<file path="config.mk">
export PLATFORM = sky130hd
export DESIGN_NAME = lmul_vec_pipe
export DESIGN_NICKNAME = d
export VERILOG_FILES = /design/src/rtl/lmul_pkg.sv /design/src/rtl/lmul_lane.sv /design/src/rtl/lmul_vec_pipe.sv
export SDC_FILE = /design/constraint.sdc
export NUM_CORES = 1
export LEC_CHECK = 0
export CORE_AREA = 2 2 208 210
export DETAILED_ROUTE_END_ITERATION = 10
export DIE_AREA = 0 0 210 212
export PLACE_DENSITY = 0.67
export SLEW_MARGIN = 10
export SYNTH_ARGS = -nofsm -noshare
export SYNTH_HDL_FRONTEND = slang
export SYNTH_HIERARCHICAL = 1
export SYNTH_SLANG_ARGS = --single-unit
export TNS_END_PERCENT = 1
</file>
<file path="constraint.sdc">
create_clock -name clk -period 7.9 [get_ports clk]
set_input_delay 1.58 -clock clk [delete_from_list [all_inputs] [get_ports clk]]
set_output_delay 1.58 -clock clk [all_outputs]
set_load 0.05 [all_outputs]
</file>
<file path="src/rtl/lmul_pkg.sv">
// lmul_pkg: constants and helpers shared by the LMUL vector pipeline.
//   Default element format is BF16: 1 sign bit, 8 exponent bits, 7 mantissa bits.
//   F/E/BIAS/OVF_* describe that default format. The helper functions take the
//   exponent and mantissa widths as arguments, so a non-default instance can use
//   the same code. The helpers work in 32-bit arithmetic, so F must be below 32.
package lmul_pkg;

    localparam int EXP_W_DEF = 8;
    localparam int MAN_W_DEF = 7;
    localparam int F         = EXP_W_DEF + MAN_W_DEF;
    localparam int E         = F + 1;
    localparam int BIAS      = (1 << (EXP_W_DEF - 1)) - 1;

    // Overflow fields: all ones (sat=0), or largest finite value (sat=1).
    localparam logic [F-1:0] OVF_INF = '1;
    localparam logic [F-1:0] OVF_MAX = {{(EXP_W_DEF-1){1'b1}}, 1'b0, {MAN_W_DEF{1'b1}}};

    function automatic int bias_of(input int exp_w);
        return (1 << (exp_w - 1)) - 1;
    endfunction

    // Constant added to a.field + b.field. The 2^F term keeps the sum
    // non-negative for any legal operand pair.
    function automatic int sum_const(input int exp_w, input int man_w, input int offset);
        return (1 << (exp_w + man_w)) - (bias_of(exp_w) << man_w) + offset;
    endfunction

    // Maps the top two sum bits and the low F bits to the result field.
    //   00 -> underflow (0)
    //   01 -> in range
    //   1x -> overflow
    function automatic logic [31:0] lane_field(input int exp_w, input int man_w,
                                               input logic [1:0] top, input logic [31:0] low,
                                               input logic sat);
        logic [31:0] ones;
        logic [31:0] fld;
        ones = (32'd1 << (exp_w + man_w)) - 32'd1;
        case (top)
            2'b00:   fld = '0;
            2'b01:   fld = low & ones;
            default: fld = sat ? (ones - (32'd1 << man_w)) : ones;
        endcase
        return fld;
    endfunction

endpackage

</file>
<file path="src/rtl/lmul_lane.sv">
// lmul_lane: one LMUL lane. The combinational multiply core feeds an output
//   register that is enabled by the global pipeline advance.
//   clk, rst_n   clock, async active-low reset
//   en           pipeline advance (hold when low)
//   a_i, b_i     operand elements {sign, exp, man}
//   sat_i        overflow mode of this beat
//   res_o        registered result element
//   ovf_o        registered overflow flag for this lane
//   unf_o        registered underflow flag for this lane
module lmul_lane import lmul_pkg::*; #(
    parameter int EXP_W  = EXP_W_DEF,
    parameter int MAN_W  = MAN_W_DEF,
    parameter int OFFSET = 0
) (
    input  logic                   clk,
    input  logic                   rst_n,
    input  logic                   en,
    input  logic [EXP_W+MAN_W:0]   a_i,
    input  logic [EXP_W+MAN_W:0]   b_i,
    input  logic                   sat_i,
    output logic [EXP_W+MAN_W:0]   res_o,
    output logic                   ovf_o,
    output logic                   unf_o
);

    localparam int FW = EXP_W + MAN_W;
    localparam logic [FW+1:0] K = (FW+2)'(sum_const(EXP_W, MAN_W, OFFSET));

    logic          sign, zero;
    logic [FW+1:0] sum;
    logic [FW:0]   res_d, res_q;
    logic          ovf_d, ovf_q, unf_d, unf_q;

    always_comb begin
        sign  = a_i[FW] ^ b_i[FW];
        // An operand with a zero exponent forces a signed zero and counts no event.
        zero  = (a_i[FW-1:MAN_W] == '0) || (b_i[FW-1:MAN_W] == '0);
        sum   = {2'b00, a_i[FW-1:0]} + {2'b00, b_i[FW-1:0]} + K;
        res_d = zero ? {sign, {FW{1'b0}}}
                     : {sign, FW'(lane_field(EXP_W, MAN_W, sum[FW+1:FW], 32'(sum[FW-1:0]), sat_i))};
        ovf_d = !zero && sum[FW+1];
        unf_d = !zero && (sum[FW+1:FW] == 2'b00);
    end

    always_ff @(posedge clk or negedge rst_n) begin
        if (!rst_n) begin
            res_q <= '0;
            ovf_q <= 1'b0;
            unf_q <= 1'b0;
        end else if (en) begin
            res_q <= res_d;
            ovf_q <= ovf_d;
            unf_q <= unf_d;
        end
    end

    assign res_o = res_q;
    assign ovf_o = ovf_q;
    assign unf_o = unf_q;

endmodule

</file>
<file path="src/rtl/lmul_vec_pipe.sv">
// lmul_vec_pipe: LANES-wide LMUL multiplier with a pipeline of STAGES cycles.
//   The whole pipeline stalls together through a ready/valid handshake.
//   in_valid/in_ready            input beat handshake
//   in_a, in_b                   packed operands, lane i at [i*E +: E]
//   in_sat, in_tag               per-beat overflow mode and sideband tag
//   out_valid/out_ready          output beat handshake
//   out_bits, out_tag            result beat and its tag
//   ovf_cnt, unf_cnt             saturating counts of lane overflow/underflow events
//   cnt_clr                      synchronous clear of both counters; wins over an increment
// Operands travel through STAGES-1 delay registers. The lanes compute at the
// last stage into their own output registers.
module lmul_vec_pipe import lmul_pkg::*; #(
    parameter int LANES  = 4,
    parameter int EXP_W  = EXP_W_DEF,
    parameter int MAN_W  = MAN_W_DEF,
    parameter int STAGES = 3,
    parameter int OFFSET = 0,
    parameter int TAG_W  = 4
) (
    input  logic                             clk,
    input  logic                             rst_n,
    input  logic                             in_valid,
    output logic                             in_ready,
    input  logic [LANES*(EXP_W+MAN_W+1)-1:0] in_a,
    input  logic [LANES*(EXP_W+MAN_W+1)-1:0] in_b,
    input  logic                             in_sat,
    input  logic [TAG_W-1:0]                 in_tag,
    output logic                             out_valid,
    input  logic                             out_ready,
    output logic [LANES*(EXP_W+MAN_W+1)-1:0] out_bits,
    output logic [TAG_W-1:0]                 out_tag,
    output logic [15:0]                      ovf_cnt,
    output logic [15:0]                      unf_cnt,
    input  logic                             cnt_clr
);

    localparam int EW = EXP_W + MAN_W + 1;
    localparam int CW = $clog2(LANES + 1);

    typedef struct packed {
        logic [LANES*EW-1:0] a;
        logic [LANES*EW-1:0] b;
        logic                sat;
        logic [TAG_W-1:0]    tag;
    } beat_t;

    logic        adv;
    beat_t       in_beat, src;
    logic [STAGES:0] vld_pipe;
    logic [STAGES:1] vld_q;

    // Every stage moves together whenever the output slot is empty or being drained.
    assign adv       = !out_valid || out_ready;
    assign in_ready  = adv;
    assign in_beat   = {in_a, in_b, in_sat, in_tag};
    assign vld_pipe  = {vld_q, in_valid};
    assign out_valid = vld_pipe[STAGES];

    always_ff @(posedge clk or negedge rst_n) begin
        if (!rst_n)   vld_q <= '0;
        else if (adv) vld_q <= vld_pipe[STAGES-1:0];
    end

    if (STAGES == 1) begin : g_nodly
        assign src = in_beat;
    end else begin : g_dly
        beat_t dly_q [STAGES-1];
        always_ff @(posedge clk or negedge rst_n) begin
            if (!rst_n) begin
                for (int s = 0; s < STAGES-1; s++) dly_q[s] <= '0;
            end else if (adv) begin
                dly_q[0] <= in_beat;
                for (int s = 1; s < STAGES-1; s++) dly_q[s] <= dly_q[s-1];
            end
        end
        assign src = dly_q[STAGES-2];
    end

    logic [LANES-1:0][EW-1:0] res;
    logic [LANES-1:0]         ovf, unf;

    for (genvar i = 0; i < LANES; i++) begin : g_lane
        lmul_lane #(.EXP_W(EXP_W), .MAN_W(MAN_W), .OFFSET(OFFSET)) u_lane (
            .clk   (clk),
            .rst_n (rst_n),
            .en    (adv),
            .a_i   (src.a[i*EW +: EW]),
            .b_i   (src.b[i*EW +: EW]),
            .sat_i (src.sat),
            .res_o (res[i]),
            .ovf_o (ovf[i]),
            .unf_o (unf[i])
        );
    end

    logic [TAG_W-1:0] tag_q;
    always_ff @(posedge clk or negedge rst_n) begin
        if (!rst_n)   tag_q <= '0;
        else if (adv) tag_q <= src.tag;
    end

    assign out_bits = res;
    assign out_tag  = tag_q;

    // Event counters update on the downstream handshake and saturate at 0xFFFF.
    logic          fire;
    logic [CW-1:0] n_ovf, n_unf;
    logic [16:0]   ovf_sum, unf_sum;
    logic [15:0]   ovf_d, ovf_q, unf_d, unf_q;

    assign fire = out_valid && out_ready;

    always_comb begin
        n_ovf = '0;
        n_unf = '0;
        for (int i = 0; i < LANES; i++) begin
            n_ovf += CW'(ovf[i] & fire);
            n_unf += CW'(unf[i] & fire);
        end
        ovf_sum = {1'b0, ovf_q} + 17'(n_ovf);
        unf_sum = {1'b0, unf_q} + 17'(n_unf);
        ovf_d   = cnt_clr ? 16'h0 : (ovf_sum[16] ? 16'hFFFF : ovf_sum[15:0]);
        unf_d   = cnt_clr ? 16'h0 : (unf_sum[16] ? 16'hFFFF : unf_sum[15:0]);
    end

    always_ff @(posedge clk or negedge rst_n) begin
        if (!rst_n) begin
            ovf_q <= '0;
            unf_q <= '0;
        end else begin
            ovf_q <= ovf_d;
            unf_q <= unf_d;
        end
    end

    assign ovf_cnt = ovf_q;
    assign unf_cnt = unf_q;

endmodule

</file>
==> results of run 1 <==
## cell families after synthesis
family / synth area share (%)
AO/OA/AOI/OAI: 11.3
XOR/XNOR: 3.07
adder cells (fa/ha/maj): 8.89
buffers and inverters: 3.98
flip-flops: 50.0
multiplexers: 0.212
AND/OR/NAND/NOR: 22.5
## registers in the layout (all words and copies together) (netlist names)
| register | cells |
|---|---|
| g_dly.dly_q | 266 |
| g_lane.u_lane/res_o | 64 |
| ovf_cnt | 16 |
| unf_cnt | 16 |
| g_lane.u_lane/ovf_o | 4 |
| g_lane.u_lane/unf_o | 4 |
| out_tag | 4 |
| vld_q | 3 |
## through the flow
step	std cells	utilization, %	power, mW	instance area [µm²]
after global placement	2745	50.7	7.60	21600
final	2816	53.9	9.59	22900
after floorplan	2042	-	6.54	18900
after CTS	2815	53.9	9.69	22900
after detailed placement	2745	50.7	7.70	21600
after global routing	2816	53.9	10.3	22900
## per-layer routing
metal | part of all wire, % | wire [µm]
met4 | 2.6 | 1120
met1 | 46 | 20200
met3 | 4.5 | 1960
met2 | 47 | 20500
met5 | 0 | 0
## area by class of cell
cell class	count	area, µm²	area share, %
Multi-Input combinational cell	1496	8680	37.8
Timing Repair Buffer	247	2470	10.8
Antenna cell	1	2.50	0.0109
Sequential cell	377	9430	41.1
Tap cell	546	683	2.98
Inverter	79	304	1.33
Clock buffer	57	1190	5.17
Clock inverter	13	170	0.742
## final timing paths
check                                     startpoint                                    end  slack, ns  cells past startpoint
worst min register to register  vld_q[2]$_DFFE_PN0P_                   vld_q[3]$_DFFE_PN0P_       0.46                      1
worst max register to register  vld_q[3]$_DFFE_PN0P_                  unf_cnt[12]$_DFF_PN0_       4.28                     10
worst min-delay path            vld_q[2]$_DFFE_PN0P_                   vld_q[3]$_DFFE_PN0P_       0.46                      1
worst max-delay path                       out_ready                               in_ready       2.98                      4
min in group asynchronous                      rst_n  g_lane[3].u_lane/res_o[8]$_DFFE_PN0P_       1.10                      1
max in group asynchronous                      rst_n           g_dly.dly_q[163]$_DFFE_PN0P_       5.25                      2
## cells in the final DEF (no fill, tap or decap), types with 10 or more instances in the layout
| master | synthesis | final |
|---|---|---|
| nand2_1 | 863 | 863 |
| dfrtp_1 | 377 | 377 |
| clkdlybuf4s50_1 | 0 | 238 |
| ha_1 | 118 | 118 |
| inv_1 | 76 | 75 |
| a21oi_1 | 71 | 71 |
| clkbuf_16 | 0 | 41 |
| nor2_1 | 38 | 38 |
| o21ai_0 | 37 | 37 |
| xor2_1 | 34 | 34 |
| xnor2_1 | 32 | 32 |
| a221o_1 | 30 | 30 |
| nor4_1 | 19 | 19 |
| nand3_1 | 16 | 16 |
| a31oi_1 | 15 | 15 |
| a221o_2 | 15 | 15 |
| a21o_1 | 14 | 14 |
| nor2b_1 | 11 | 10 |
| fa_1 | 10 | 10 |
| clkbuf_8 | 0 | 10 |
| o221ai_2 | 10 | 10 |
## report_power, final
| part | internal [mW] | total, mW | switching (mW) | leakage (nW) |
|---|---|---|---|---|
| combinational | 1.88 | 4.66 | 2.78 | 6.03 |
| clock | 1.17 | 1.94 | 0.764 | 0.668 |
| sequential | 2.55 | 3.00 | 0.445 | 4.67 |
| total | 5.60 | 9.59 | 3.99 | 11.4 |
==> reports/metrics.yaml, run 1 <==
status: "finished clean"
post_cts_buffers: 0
leakagePower_nw: 11.4
tightest_slew_ns: 1.18
portBuffers: 239
first_iter_violations: 797
synth.most_common_cell: "nand2_1"
drt_pass1_iterations: 5
h-tree-depth: 2
clock_skew_ns: 0.0145
grt_pass1_vias: 14200
slew_headroom_pct: 21.0
yosys-top-cells-area: "dfrtp_1 50%, nand2_1 17%, ha_1 7.8%, a21oi_1 1.9%, a221o_1 1.6%"
fill_cells: 3871
hold_violations: 0
clockBufferDepth: 3
syn_inst: 2042
drc: 0
ys_top_cells_by_count: "863 x nand2_1, 377 x dfrtp_1, 118 x ha_1, 76 x inv_1, 71 x a21oi_1"
grt_max_degree: 181
synthToLayoutAreaGrowth_pct: 21.6
die_y_um: 212
clk_latency_ns: 0.55
place_ws_ns: 2.57
gr-total-overflow: 0
cp_top_family: "buffers and inverters"
root_buffer: "clkbuf_16"
cp-end-kind: "primary output"
wirelength_um: 43800
cp_slowest_cell: "clkdlybuf4s50_1"
cp_common_cell: "clkdlybuf4s50_1"
grt_use_met1_pct: 27.4
path_class: "in2out"
setup_ws_ns: 2.98
ios: 240
cts_hold_buf: 0
vias_per_cell: 5.15
ys_async_sr_fraction_pct: 100
crit_chain: "clkdlybuf4s50_1 -> nor2b_4 -> inv_8 -> clkdlybuf4s50_1"
hold_path_class: "reg2reg"
start_kind: "primary input"
finalCriticalPeriod_ns: 4.92
grt_pass1_wl_um: 72500
synth-edff-count: 0
wl_per_cell_um: 15.5
yosysWarningCount: 6
cts_tree: "done"
die_x_um: 210
synth_seq_cells: 377
finalSetupViolations: 0
critPathBufInv: 3
maxCapViolations: 0
vias: 14500
rows: 76
core_area_um2: 42500
gp_congestion: 0.882
dp_hpwl_um: 31300
rsz0062_at_grt: "no"
antenna_found_initial: 1
required_ns: 6.32
busiest_layer: "met2"
max_freq_mhz: 203
crit_fanout: 54
peakVddDrop_mv: 0.178
numCtsBuffers: 41
drive_above_1_share_pct: 5.86
path_clk_slew_ns: 0.06
crit_arrival_ns: 3.34
cellPowerDensity_nw_per_um2: 418
ys_seq_area_share_pct: 50.0
syn-cell-area_um2: 18900
syn_area_per_cell_um2: 9.23
grt_usage_pct: 20.0
synth_top_area_cell: "dfrtp_1"
setup_tns_ns: 0
cts_sinks: 377
dieArea_um2: 44500
fin_nets: 2508
met3_usage_pct: 3.38
syn_nets: 2308
ctsResizeCount: 0
cpPeakStageDelay_ns: 0.87
hold_slack_ns: 0.459
synth_flop_cell: "dfrtp_1"
synth_cell_types: 76
grtUsageMet2_pct: 32.7
fin_crit_sh_pct: 62.3
start_util_pct: 44.4
ant_nets: 0
synth.top_cell.area_share_pct: 50.0
slew_violations: 0
No activity file was read; power rests on OpenSTA's default activity.
==> run 2: changes to the inputs <==
PLACE_DENSITY = 0.69   (was 0.67)
clock period = 4.4 ns   (was 7.9 ns; I/O delays follow)
==> reports/metrics.yaml, run 2 (synthesis results as in run 1) <==
rsz0062_at_grt: "no"
crit_fanout: 8
leakagePower_nw: 11.5
drive_above_1_share_pct: 6.80
numCtsBuffers: 42
start_util_pct: 44.4
largest_register_ffs: 266
path_class: "in2reg"
cellPowerDensity_nw_per_um2: 754
core_area_um2: 42500
die_y_um: 212
clock_skew_ns: 0.0221
tightest_slew_ns: 1.21
cpPeakStageDelay_ns: 0.59
fin_crit_sh_pct: 87.0
start_kind: "primary input"
critPathBufInv: 3
cts_hold_buf: 0
clk_latency_ns: 0.57
dieArea_um2: 44500
top_register: "g_dly.dly_q"
cts_tree: "done"
root_buffer: "clkbuf_16"
cts_sinks: 377
path_clk_slew_ns: 0.05
rows: 76
cp-end-kind: "flip-flop"
gr-total-overflow: 0
portBuffers: 239
mostFrequentLayoutCells: "863 x nand2_1, 377 x dfrtp_1, 238 x clkdlybuf4s50_1, 118 x ha_1, 75 x inv_1"
peakVddDrop_mv: 0.317
slew_headroom_pct: 18.8
wirelength_um: 44700
maxCapViolations: 0
die_x_um: 210
grt_usage_pct: 20.3
first_iter_violations: 969
layout_commonest_cell: "nand2_1"
grt_max_degree: 176
synthToLayoutAreaGrowth_pct: 22.8
crit_chain: "clkdlybuf4s50_1 -> and2_1 -> nand2_1 -> fa_1 -> fa_1 -> inv_1 -> fa_1 -> nand4_1 -> buf_4 -> nor4_1 -> mux2i_1 -> nor2_1"
postPlaceCellArea_um2: 21700
crit_arrival_ns: 4.21
fin_nets: 2525
rr_worst_depth: 9
hold_path_class: "in2async"
h-tree-depth: 2
ant_nets: 0
path_depth: 12
cp_top_family: "adder cells"
rrSetupSlack_ns: 0.99
required_ns: 4.79
hold_slack_ns: 0.403
status: "finished clean"
wl_per_cell_um: 15.8
fill_cells: 3856
finalSetupViolations: 0
vias_per_cell: 5.20
cp_slowest_cell: "clkdlybuf4s50_1"
grt_pass1_wl_um: 73600
finalCriticalPeriod_ns: 3.83
final_cell_area_um2: 23200
hold_violations: 0
ctsResizeCount: 0
vias: 14800
gp_congestion: 0.861
dp_hpwl_um: 31900
drt_pass1_iterations: 5
setup_tns_ns: 0
grt_pass1_vias: 14500
clockBufferDepth: 3
max_freq_mhz: 261
antenna_found_initial: 2
drc: 0
post_cts_buffers: 0
slew_violations: 0
cp_common_cell: "fa_1"
ios: 240
[run 2: worst reg2reg max path: stages, from the launching register on]
cell and delay (ns):
dfrtp_1 0.39, ha_1 0.31, ha_1 0.25, fa_1 0.41, a21oi_1 0.24, o22ai_1 0.19
o311ai_4 0.32, mux2i_1 0.17, nor4b_4 0.78, a221o_2 0.29
[run 2: layout make-up]
| cell class | instances | area [µm²] | share of cell area [%] |
|---|---|---|---|
| sequential | 377 | 9430 | 40.7 |
| clock buffer | 57 | 1220 | 5.27 |
| multi-input combinational | 1496 | 8680 | 37.5 |
| tap | 546 | 683 | 2.95 |
| inverter | 79 | 304 | 1.31 |
| timing repair buffer | 263 | 2630 | 11.3 |
| clock inverter | 21 | 206 | 0.892 |
| antenna | 1 | 2.50 | 0.0108 |
[run 2: worst paths after layout]
path                                               from                                endpoint
hold / removal                                    rst_n  g_lane[3].u_lane/res_o[11]$_DFFE_PN0P_
hold reg to reg            g_dly.dly_q[229]$_DFFE_PN0P_             g_dly.dly_q[96]$_DFFE_PN0P_
max in group asynchronous                         rst_n             g_dly.dly_q[52]$_DFFE_PN0P_
setup / recovery                              out_ready                   ovf_cnt[12]$_DFF_PN0_
setup reg to reg           g_dly.dly_q[118]$_DFFE_PN0P_   g_lane[3].u_lane/res_o[2]$_DFFE_PN0P_
min in group clk           g_dly.dly_q[229]$_DFFE_PN0P_             g_dly.dly_q[96]$_DFFE_PN0P_
[run 2: power by group]
group	switching (mW)	internal [mW]	leakage [nW]	total [mW]
Clock	1.44	2.13	0.690	3.57
Sequential	0.749	4.58	4.67	5.33
Combinational	5.12	3.43	6.12	8.55
Total	7.31	10.1	11.5	17.5
[run 2: metrics by stage]
| stage | total power, mW | util [%] | worst slack, ns | instances |
|---|---|---|---|---|
| finish | 17.5 | 54.5 | 0.572 | 2840 |
| global route | 18.8 | 54.5 | 0.431 | 2840 |
| CTS | 17.6 | 54.5 | 0.584 | 2839 |
| detailed placement | 14.0 | 51.1 | 0.0151 | 2761 |
| global placement | 13.8 | 51.1 | 0.180 | 2761 |
| floorplan | 11.7 | - | 0.812 | 2042 |
[run 2: routing by layer]
metal	vias up	share of wire, %	GRT usage, %
met1	7150	46	28.0
met5	-	0.029	0
met2	304	47	33.0
li1	7264	-	-
met4	2	1.6	5.80
met3	50	5.2	3.77
